$ cat config.mk
export PLATFORM = sky130hd
export DESIGN_NAME = bounce_generator
export DESIGN_NICKNAME = d
export VERILOG_FILES = /design/src/rtl/bounce_generator.sv
export SDC_FILE = /design/constraint.sdc
export NUM_CORES = 1
export LEC_CHECK = 0
export ABC_CLOCK_PERIOD_IN_PS = 2780
export BUFFER_PORTS_ARGS = -buffer_cell sky130_fd_sc_hd__buf_2
export CAP_MARGIN = 20
export CORE_AREA = 2 2 92 94
export CTS_CLUSTER_DIAMETER = 200
export DETAILED_ROUTE_END_ITERATION = 8
export DIE_AREA = 0 0 94 96
export HOLD_SLACK_MARGIN = 0.06
export PLACE_DENSITY = 0.48
export SLEW_MARGIN = 20
export SYNTH_ARGS = -nofsm -noshare
export SYNTH_HDL_FRONTEND = slang
export SYNTH_SLANG_ARGS = --single-unit
$ cat constraint.sdc
create_clock -name clk -period 2.78 [get_ports clk]
set_clock_uncertainty 0.15 [all_clocks]
set_input_delay 0 -clock clk [delete_from_list [all_inputs] [get_ports clk]]
set_output_delay 0 -clock clk [all_outputs]
set_load 0.02 [all_outputs]
$ cat src/rtl/bounce_generator.sv
// -----------------------------------------------------------------------------
// bounce_generator
//
// Contact-bounce emulator. It takes a clean, synchronous level and turns every
// level change into a burst of pseudo-random chatter. After a fixed window it
// settles to the new level. It is the transmit-side partner of a switch
// debouncer: bouncy_out can be looped straight into a debouncer's bouncy input
// for self-test or simulation.
//
// Parameters
//   BOUNCE_CYCLES : length of the chatter window in clk cycles, counted from
//                   the last clean_in change (>= 2)
//   MAX_GAP       : upper bound on cycles between chatter toggles
//                   (power of 2, >= 2)
//   LFSR_SEED     : reset value of the 16-bit LFSR (0 is replaced by 16'hACE1)
//
// Ports
//   clk        : system clock
//   rst        : synchronous, active-high reset
//   clean_in   : clean level to emulate (already synchronous to clk)
//   bouncy_out : registered, chattering emulated contact
//   busy       : registered, high while the chatter window is active
// -----------------------------------------------------------------------------
module bounce_generator #(
  parameter int          BOUNCE_CYCLES = 4096,
  parameter int          MAX_GAP       = 64,
  parameter logic [15:0] LFSR_SEED     = 16'hACE1
) (
  input  logic clk,
  input  logic rst,
  input  logic clean_in,
  output logic bouncy_out,
  output logic busy
);

  // ---------------------------------------------------------------------------
  // Derived constants
  // ---------------------------------------------------------------------------
  localparam int WIN_W = (BOUNCE_CYCLES > 2) ? $clog2(BOUNCE_CYCLES) : 1;
  localparam int GAP_W = $clog2(MAX_GAP) + 1;

  localparam logic [WIN_W-1:0] WIN_LOAD = WIN_W'(BOUNCE_CYCLES - 1);
  localparam logic [GAP_W-1:0] GAP_ONE  = GAP_W'(1);
  localparam logic [WIN_W-1:0] WIN_ONE  = WIN_W'(1);

  // An all-zero Galois LFSR would lock up, so a zero seed falls back to the
  // default seed.
  localparam logic [15:0] SEED_EFF = (LFSR_SEED == 16'h0000) ? 16'hACE1 : LFSR_SEED;

  // Feedback mask for x^16 + x^14 + x^13 + x^11 + 1 in the right-shifting
  // Galois form.
  localparam logic [15:0] LFSR_TAPS = 16'hB400;

  // ---------------------------------------------------------------------------
  // Elaboration-time parameter checks
  // ---------------------------------------------------------------------------
  generate
    if (BOUNCE_CYCLES < 2) begin : g_bad_bounce_cycles
      $error("bounce_generator: BOUNCE_CYCLES must be >= 2");
    end
    if ((MAX_GAP < 2) || ((MAX_GAP & (MAX_GAP - 1)) != 0)) begin : g_bad_max_gap
      $error("bounce_generator: MAX_GAP must be a power of 2 and >= 2");
    end
  endgenerate

  // ---------------------------------------------------------------------------
  // State and datapath registers
  // ---------------------------------------------------------------------------
  typedef enum logic {
    IDLE   = 1'b0,
    BOUNCE = 1'b1
  } state_t;

  state_t           state_reg,  state_next;
  logic             target_reg, target_next;
  logic             out_reg,    out_next;
  logic             busy_reg,   busy_next;
  logic [15:0]      lfsr_reg,   lfsr_next;
  logic [WIN_W-1:0] win_reg,    win_next;
  logic [GAP_W-1:0] gap_reg,    gap_next;

  // A clean_in level that differs from the current target starts a new window
  // (IDLE) or restarts the running one (BOUNCE).
  logic             level_change;
  logic [GAP_W-1:0] gap_new;

  assign level_change = (clean_in != target_reg);

  // The low log2(MAX_GAP) LFSR bits give a random gap of 1..MAX_GAP. The extra
  // counter bit lets MAX_GAP itself be represented.
  assign gap_new = {1'b0, lfsr_reg[GAP_W-2:0]} + GAP_ONE;

  // The LFSR runs free in every non-reset cycle, whatever the state. A nonzero
  // seed keeps it off the all-zero state for good.
  assign lfsr_next = {1'b0, lfsr_reg[15:1]} ^ (lfsr_reg[0] ? LFSR_TAPS : 16'h0000);

  // ---------------------------------------------------------------------------
  // Process 1: state register
  // ---------------------------------------------------------------------------
  always_ff @(posedge clk) begin
    if (rst) begin
      state_reg  <= IDLE;
      target_reg <= 1'b0;
      out_reg    <= 1'b0;
      busy_reg   <= 1'b0;
      lfsr_reg   <= SEED_EFF;
      win_reg    <= '0;
      gap_reg    <= '0;
    end else begin
      state_reg  <= state_next;
      target_reg <= target_next;
      out_reg    <= out_next;
      busy_reg   <= busy_next;
      lfsr_reg   <= lfsr_next;
      win_reg    <= win_next;
      gap_reg    <= gap_next;
    end
  end

  // ---------------------------------------------------------------------------
  // Process 2: next-state logic
  // ---------------------------------------------------------------------------
  always_comb begin
    state_next = state_reg;
    unique case (state_reg)
      IDLE: begin
        if (level_change) begin
          state_next = BOUNCE;
        end
      end
      BOUNCE: begin
        // A change on the same edge that the window runs out is a retarget.
        // The machine stays in BOUNCE.
        if (!level_change && (win_reg == '0)) begin
          state_next = IDLE;
        end
      end
      default: state_next = IDLE;
    endcase
  end

  // ---------------------------------------------------------------------------
  // Process 3: output / datapath logic
  // ---------------------------------------------------------------------------
  always_comb begin
    target_next = target_reg;
    out_next    = out_reg;
    busy_next   = busy_reg;
    win_next    = win_reg;
    gap_next    = gap_reg;

    unique case (state_reg)
      IDLE: begin
        out_next  = target_reg;
        busy_next = 1'b0;
        if (level_change) begin
          // First contact follows the new level right away. Chatter starts
          // after the first random gap.
          target_next = clean_in;
          out_next    = clean_in;
          win_next    = WIN_LOAD;
          gap_next    = gap_new;
          busy_next   = 1'b1;
        end
      end

      BOUNCE: begin
        if (level_change) begin
          // Retarget: same actions as entry, and the window restarts in full.
          target_next = clean_in;
          out_next    = clean_in;
          win_next    = WIN_LOAD;
          gap_next    = gap_new;
          busy_next   = 1'b1;
        end else if (win_reg == '0) begin
          // The window has expired, so settle on the target level.
          out_next  = target_reg;
          busy_next = 1'b0;
        end else begin
          win_next = win_reg - WIN_ONE;
          if (gap_reg == GAP_ONE) begin
            out_next = ~out_reg;
            gap_next = gap_new;
          end else begin
            gap_next = gap_reg - GAP_ONE;
          end
        end
      end

      default: begin
        out_next  = target_reg;
        busy_next = 1'b0;
      end
    endcase
  end

  assign bouncy_out = out_reg;
  assign busy       = busy_reg;

endmodule

# Yosys cells after proc, flatten, opt, wreduce, memory -nomap -nowiden
# Index checks and enable logic that the tools add are counted.
dict set report word_totals {
  regBits 39
  in_bits 3
  output_inout_bits 2
  word_cells 44
}
dict set report op_classes {
  add_sub_neg 3
  eq_ne 6
  muxes 21
  bitwise_logic 3
  reduce_logical 4
}
# op count
set ops {}
lappend ops {{two-way mux 12 bit} 3}
lappend ops {{two-way mux 7 bit} 4}
lappend ops {{one-hot mux 12 bit (2 select lines)} 1}
lappend ops {{two-way mux 16 bit} 1}
lappend ops {{bitwise XOR 15 x 16 -> 16 bit} 1}
lappend ops {{one-hot mux 7 bit (2 select lines)} 1}
lappend ops {{logical NOT 12 bit} 1}
lappend ops {{subtractor 12 x 1 -> 12 bit, second input constant} 1}
lappend ops {{two-way mux 1 bit} 8}
lappend ops {{adder 6 x 1 -> 7 bit, second input constant} 1}
lappend ops {{== test 7 x 1 -> 1 bit, second input constant} 1}
lappend ops {{subtractor 7 x 1 -> 7 bit, second input constant} 1}
lappend ops {{one-hot mux 1 bit (2 select lines)} 3}
lappend ops {{inequality test 4 x 1 -> 1 bit, second input constant} 1}
lappend ops {{inequality test 3 x 1 -> 1 bit, second input constant} 1}
lappend ops {{inequality test 3 bit, second input constant} 1}
lappend ops {{inequality test 2 bit, second input constant} 1}
lappend ops {{NOT 1 bit} 2}
lappend ops {{AND reduction 2 bit} 1}
lappend ops {{logical AND 1 bit} 1}
lappend ops {{logical NOT 1 bit} 1}
lappend ops {{inequality test 1 bit} 1}

# Depth between registers and ports, before layout
# Gate-level depths: netlist of the first run.
dict set report logic_depth {
  depth_word 5
  depth_mapped 7
}

# Worst setup path after synthesis of the first run
# No wires, ideal clock.
dict set report synth_timing {
  kind {register to register}
  from {reg win_reg[0]}
  to {reg gap_reg[5]}
  setup_ns 0.103
  arrival_ns 1.653
  t_required_ns 2.527
  slack_ns 0.874
  stages_incl_launch_ff 7
  cell_sequence {dfxtp_1 inv_1 ha_1 nor3b_2 a41oi_4 a21o_1 a2111oi_2}
}
dict set report synth_via {
  elab_chain_len 3
}
# element line
set synth_rtl {}
lappend synth_rtl {{from (decl)} 79} ;# logic [WIN_W-1:0] win_reg, win_next;
lappend synth_rtl {{from (signal assigned)} 115} ;# win_reg <= win_next;
lappend synth_rtl {{logical NOT 12 bit} 175} ;# end else if (win_reg == '0) begin
lappend synth_rtl {{inequality test 3 bit (no line)} -}
lappend synth_rtl {{AND reduction 2 bit (no line)} -}
lappend synth_rtl {{to (signal assigned)} 116} ;# gap_reg <= gap_next;
lappend synth_rtl {{to (decl)} 80} ;# logic [GAP_W-1:0] gap_reg, gap_next;
# No other way between the ends.
# A chain may end at the register's enable or synchronous reset.

# Worst setup path in the final report of the first run
dict set report layout_timing {
  from {reg gap_reg[0]}
  to {reg gap_reg[3]}
}
dict set report layout_via {
  elab_chain_len 5
}
# element line
set layout_rtl {}
lappend layout_rtl {{subtractor 7 x 1 -> 7 bit / == test 7 x 1 -> 1 bit (equally long branches)} {185, 181}}
lappend layout_rtl {{two-way mux 7 bit *} 181} ;# if (gap_reg == GAP_ONE) begin
lappend layout_rtl {{two-way mux 7 bit *} 175}
lappend layout_rtl {{two-way mux 7 bit *} 168} ;# if (level_change) begin
lappend layout_rtl {{one-hot mux 7 bit (2 select lines) *} 152} ;# unique case (state_reg)
# Every way passes the cells marked *; elsewhere a longest branch is shown, timed or not. The select of a mux whose other input is x is not followed.

==> results.py, run 1 <==
metrics = {
    "placement": {
        "dp_hpwl_um": 2830,
        "dp_cells": 315,
        "place.gp.congestion": 0.765,
        "io_buffers": 4,
    },
    "synth": {
        "yosys.area_share.adder_pct": 4.47,
        "ys_seq_elements": 39,
        "synth_fp_nets": 225,
        "synth-simple-area-share_pct": 27.2,
        "synth_top_family_by_area": "simple AND/OR/NAND/NOR gates",
        "synth_area_per_cell_um2": 9.12,
        "ys.flop_type": "dfxtp_1",
        "netlist_instances": 215,
        "synth-edff-count": 0,
        "synth.cell_area_mm2": 0.00196,
        "ys_seq_area_share_pct": 39.8,
        "synth_compound_area_share_pct": 18.2,
        "muxShareOfSynthArea_pct": 1.66,
        "async_reset_ff_share_pct": 0,
        "yosys.cell_types.count": 54,
        "synth_warnings": 0,
        "synth_xor_area_share_pct": 3.57,
    },
    "final_layout": {
        "stdcell_count": 324,
        "layout.nets": 228,
        "multi_input_area_mm2": 0.00108,
        "nFillCells": 870,
        "synthToLayoutAreaGrowth_pct": 12.4,
        "final_common_cell": "dfxtp_1",
        "drive_gt1_share_pct": 17.4,
        "final_cell_mix": "39 x dfxtp_1, 13 x inv_1, 13 x nand2_1, 13 x nor2_1, 11 x nor2b_1",
        "largest_reg_flops": 16,
        "antenna_cells": 0,
        "regArea_um2": 781,
    },
    "floorplanning": {
        "num_rows": 33,
        "ioPinCount": 5,
        "die-width_um": 94,
        "dieArea_mm2": 0.00902,
        "core-area_mm2": 0.00805,
        "die_y_um": 96,
        "start_util_pct": 24.4,
    },
    "clock_tree": {
        "cts.sinks": 39,
        "cts_buffers": 5,
        "post_cts_buffers": 0,
        "cts_tree": "yes",
        "path_clk_slew_ns": 0.09,
        "cts.root.buffer_cell": "clkbuf_8",
        "ctsHoldBuffers": 1,
        "h-tree-depth": 2,
        "cts_resized": 0,
        "clk_path_buf_depth": 2,
        "clock_latency_ns": 0.30,
    },
    "setup_path": {
        "crit_required_ns": 2.87,
        "r2r-start": "gap_reg[0]$_SDFFE_PP0P_",
        "critPathCaptureType": "flop",
        "worstSetupStartpoint": "gap_reg[0]$_SDFFE_PP0P_",
        "worstPathArrival_ns": 2.30,
        "start_kind": "flop",
        "crit_fanout": 9,
        "criticalPathCategory": "flop to flop",
    },
    "routing": {
        "routedWlPerCell_um": 13.0,
        "drc_errors": 0,
        "ant_nets": 0,
        "vias": 1542,
        "viasPerCell": 4.76,
        "wl_um": 4200,
        "drt_iter0_markers": 87,
        "dr.pass1.iters": 4,
    },
    "pwr": {
        "peakVddDrop_uv": 203,
        "powerDensity_mw_per_mm2": 661,
        "power.leakage_nw": 0.802,
    },
    "timing": {
        "rsz0062_at_grt": "no",
        "fmax_mhz": 452,
        "tightest_slew_ns": 0.677,
        "setup_viol": 0,
        "tns_ns": 0,
        "finalHoldViolCount": 0,
        "slew_violations": 0,
        "post-route-period-util_pct": 79.5,
        "period_needed_ns": 2.21,
        "timing.slew.headroom_pct": 54.9,
    },
    "run": {
        "cap_violations": 0,
    },
    "global_route": {
        "grt_overflow": 0,
        "track_usage_pct": 10.6,
        "grt_max_degree": 38,
        "grt_first_pass_wirelength_um": 7410,
        "antenna_found_initial": 0,
        "grt_pass1_vias": 1499,
    },
    "hold_path": {
        "holdCritStartpoint": "rst",
        "worstHoldPathType": "input pin to flop",
    },
    "outcome": {
        "run_status": "complete, no violations",
    },
}
## final cells by class
class	count	area share, %
inverters	13	2.21
repair buffers	7	2.04
well taps	105	5.96
clock inverters	3	2.16
multi-input cells	152	49.1
flip-flops and latches	39	35.4
clock buffers	5	3.12
## where the power goes
group          total, mW  switching, mW  internal (mW)  leakage (nW)
sequential         0.675         0.0608          0.614         0.325
clock              0.502          0.230          0.272        0.0587
combinational      0.280          0.157          0.123         0.418
## stage by stage
stage	power, mW	hold WS, ns	worst slack [ns]	cell area [um2]	util [%]
global placement	0.968	0.244	0.622	2080	25.8
finish	1.46	0.0720	0.569	2200	27.4
detailed placement	0.968	0.247	0.616	2080	25.8
global route	1.55	0.118	0.414	2200	27.4
CTS	1.48	0.0962	0.580	2200	27.4
floorplan	0.900	0.120	0.874	1960	-
## path summary, 6_finish.rpt
| kind | slack [ns] | depth (start not counted) | to |
|---|---|---|---|
| worst max-delay path | 0.57 | 5 | gap_reg[3]$_SDFFE_PP0P_ |
| worst min register to register | 0.27 | 1 | lfsr_reg[5]$_SDFF_PP1_ |
| worst max register to register | 0.57 | 5 | gap_reg[3]$_SDFFE_PP0P_ |
| worst min-delay path | 0.07 | 2 | target_reg$_SDFF_PP0_ |
## cell families after synthesis
group,after synthesis
DFF,39
xor gates and xnor gates,8
muxes,3
and+or+nand+nor,87
AOI/OAI and AO/OA,47
adders and majority gates,7
buffers and inverters,24
## synthesized netlist by cell type, types with 2 or more instances
cell type	count	area share, %
a21oi_1	3	0.77
xor2_1	2	0.89
or4_1	6	2.3
o31ai_1	2	0.77
mux2_2	2	1.1
or2_2	8	2.6
nand2_1	13	2.5
nand3_1	7	1.8
nor2_1	13	2.5
o21ai_0	10	2.6
xnor2_1	6	2.7
nor3_1	5	1.3
nor2b_1	11	3.5
nand4_1	3	0.96
a31oi_1	9	2.9
o21a_1	2	0.77
nor3b_1	3	1.1
dfxtp_1	39	40
buf_4	2	0.77
a211oi_1	4	1.5
clkbuf_1	7	1.3
ha_1	7	4.5
or3_1	2	0.64
nor4_1	3	0.96
inv_1	13	2.5
a21o_1	3	1.1
a41oi_1	2	0.89
o2bb2ai_1	2	0.89
## routing by layer
metal | track usage [%] | up-vias | wire length, um | part of all wire [%]
met4 | 4.35 | 0 | 83 | 2.0
li1 | - | 791 | - | -
met3 | 2.35 | 6 | 123 | 2.9
met2 | 16.4 | 18 | 1810 | 43
met1 | 14.2 | 727 | 2190 | 52
met5 | 0 | - | 0 | 0
## critical path: stages, from the launching register on
cell       delay (ns)
dfxtp_1          0.41
ha_1             0.17
nor4b_1          0.50
a21o_1           0.40
mux2_2           0.37
o2bb2ai_1        0.14
Note: power is estimated with default switching activity, not from simulation.
==> inputs of run 2 (changes only) <==
--- a/config.mk
+++ b/config.mk
@@ -5,7 +5,7 @@
 export SDC_FILE = /design/constraint.sdc
 export NUM_CORES = 1
 export LEC_CHECK = 0
-export ABC_CLOCK_PERIOD_IN_PS = 2780
+export ABC_CLOCK_PERIOD_IN_PS = 1800
 export BUFFER_PORTS_ARGS = -buffer_cell sky130_fd_sc_hd__buf_2
 export CAP_MARGIN = 20
 export CORE_AREA = 2 2 92 94
@@ -13,7 +13,7 @@
 export DETAILED_ROUTE_END_ITERATION = 8
 export DIE_AREA = 0 0 94 96
 export HOLD_SLACK_MARGIN = 0.06
-export PLACE_DENSITY = 0.48
+export PLACE_DENSITY = 0.49
 export SLEW_MARGIN = 20
 export SYNTH_ARGS = -nofsm -noshare
 export SYNTH_HDL_FRONTEND = slang
==> constraint.sdc (replaced) <==
create_clock -name clk -period 1.8 [get_ports clk]
set_clock_uncertainty 0.15 [all_clocks]
set_input_delay 0 -clock clk [delete_from_list [all_inputs] [get_ports clk]]
set_output_delay 0 -clock clk [all_outputs]
set_load 0.02 [all_outputs]
==> run 2 against run 1 <==
The run now ends with negative setup slack left; critical path depth up 2; setup slack worse by 0.64 ns; hold slack better by 0.15 ns; global-route usage up 1.1 points; first-iteration DRC count down 26%; wire length up 15%; core utilization up 8.2 points; cell count up 13%; largest power group unchanged; highest routed layer unchanged.
==> results.py, run 2 (synthesis gave the netlist of run 1 again) <==
metrics = {
    "outcome": {
        "run_status": "finished with violations",
        "violations": "negative setup slack",
    },
    "setup_path": {
        "reg2reg_slack_ns": -0.07,
        "criticalPathCategory": "flop to flop",
        "critPathBufInv": 2,
        "reg2regPathDepth": 7,
        "endpoint": "win_reg[6]$_SDFFE_PP0P_",
        "crit_chain": "inv_4, ha_4, nor3b_4, buf_4, and4b_2, or4_1, a31oi_1",
        "worstPathArrival_ns": 1.95,
        "crit_slowest_cell": "or4_1",
        "max_stage_delay_ns": 0.40,
        "r2r-start": "win_reg[1]$_SDFFE_PP0P_",
        "critPathTopFamily": "simple AND/OR/NAND/NOR gates",
        "r2r-end": "win_reg[6]$_SDFFE_PP0P_",
        "worstSetupStartpoint": "win_reg[1]$_SDFFE_PP0P_",
        "crit_fanout": 7,
        "critPathCaptureType": "flop",
        "path_depth": 7,
        "crit_required_ns": 1.88,
        "start_kind": "flop",
    },
    "placement": {
        "dp_cells": 346,
        "dp_hpwl_um": 3230,
        "io_buffers": 4,
        "place.gp.congestion": 0.753,
        "post_dp_cell_area_mm2": 0.00235,
    },
    "clock_tree": {
        "cts.root.buffer_cell": "clkbuf_8",
        "cts_buffers": 5,
        "cts.sinks": 39,
        "h-tree-depth": 2,
        "clk_path_buf_depth": 2,
        "clock_latency_ns": 0.29,
        "path_clk_slew_ns": 0.09,
        "cts_tree": "yes",
    },
    "global_route": {
        "track_usage_pct": 11.6,
        "grt_overflow": 0,
        "grt_max_degree": 22,
        "grt_first_pass_wirelength_um": 8290,
        "antenna_found_initial": 0,
        "grt_pass1_vias": 1673,
    },
    "routing": {
        "drc_errors": 0,
        "dr.pass1.iters": 4,
        "routedWlPerCell_um": 13.2,
        "wl_um": 4850,
        "viasPerCell": 4.70,
        "drt_iter0_markers": 64,
        "ant_nets": 0,
        "vias": 1720,
    },
    "timing": {
        "fmax_mhz": 534,
        "slew_violations": 0,
        "post-route-period-util_pct": 104,
        "rsz0062_at_grt": "yes",
        "tns_ns": -0.244,
        "whs_ns": 0.220,
        "setup_slack_ns": -0.0730,
        "period_needed_ns": 1.87,
        "setup_viol": 4,
        "finalHoldViolCount": 0,
        "timing.slew.headroom_pct": 76.8,
        "tightest_slew_ns": 0.346,
    },
    "hold_path": {
        "worstHoldPathType": "input pin to flop",
        "holdCritStartpoint": "clean_in",
    },
    "final_layout": {
        "largest_reg_flops": 16,
        "final_common_cell": "buf_4",
        "final_cell_mix": "36 x buf_4, 31 x dfxtp_1, 13 x nor2_1",
        "antenna_cells": 0,
        "synthToLayoutAreaGrowth_pct": 46.2,
        "fin_area_mm2": 0.00287,
        "stdcell_count": 366,
        "layout.nets": 270,
        "drive_gt1_share_pct": 47.9,
    },
    "floorplanning": {
        "num_rows": 33,
        "start_util_pct": 24.4,
        "ioPinCount": 5,
        "dieArea_mm2": 0.00902,
        "core-area_mm2": 0.00805,
        "die-width_um": 94,
        "die_y_um": 96,
    },
    "pwr": {
        "power.leakage_nw": 1.08,
        "peakVddDrop_uv": 273,
        "powerDensity_mw_per_mm2": 897,
    },
    "run": {
        "cap_violations": 0,
    },
}
-- run 2: repair_timing --
item | 4_1_cts | 5_1_grt
setup endpoints to repair | 18 | 20
cloned | 1 | 0
setup buffers | 4 | 6
hold endpoints to repair | 14 | 0
resized for setup | 32 | 39
hold buffers | 3 | 0
pin swaps | 8 | 22
-- run 2: per-stage QoR --
stage | worst slack, ns | util [%] | power, mW
floorplan | -0.0181 | - | 1.41
global placement | -0.0924 | 29.2 | 1.64
detailed placement | -0.104 | 29.2 | 1.64
CTS | -0.0751 | 33.5 | 2.51
global route | -0.162 | 35.6 | 2.72
finish | -0.0730 | 35.6 | 2.57
-- run 2: how the worst min path moves through the flow --
stage,to,slack [ns],cells past startpoint
after global routing,bouncy_out$_SDFFE_PP0P_,0.27,6
after floorplan,target_reg$_SDFF_PP0_,0.12,3
after global placement,target_reg$_SDFF_PP0_,0.24,2
after CTS,bouncy_out$_SDFFE_PP0P_,0.19,6
after detailed placement,lfsr_reg[6]$_SDFF_PP1_,0.24,1
final,bouncy_out$_SDFFE_PP0P_,0.22,6
-- run 2: per-layer routing --
layer	global-route usage [%]	vias up	routed length, um
met5	0	-	0
met3	2.27	4	85
met4	3.99	0	55
met2	18.5	12	2350
li1	-	870	-
met1	15.8	834	2360
-- run 2: where the power goes --
| group | internal, mW | leakage, nW | switching, mW |
|---|---|---|---|
| combinational | 0.405 | 0.693 | 0.379 |
| clock | 0.413 | 0.0581 | 0.332 |
| sequential | 0.954 | 0.327 | 0.0897 |
-- run 2: layout make-up --
cell class                      instances  area [um2]
Inverter                               13        51.3
Sequential cell                        39         791
Clock buffer                            5        68.8
Clock inverter                          3        43.8
Tap cell                              105         131
Multi-Input combinational cell        152        1380
Timing Repair Buffer                   49         405
Fill cell                             823        5180
-- run 2: tightest hold or removal path, delay by kind of cell --
family,cells,cell delay (ns)
AO/OA/AOI/OAI,2,0.13
adder cells (fa/ha/maj),1,0.13
buffers and inverters,1,0.13
AND/OR/NAND/NOR,2,0.25
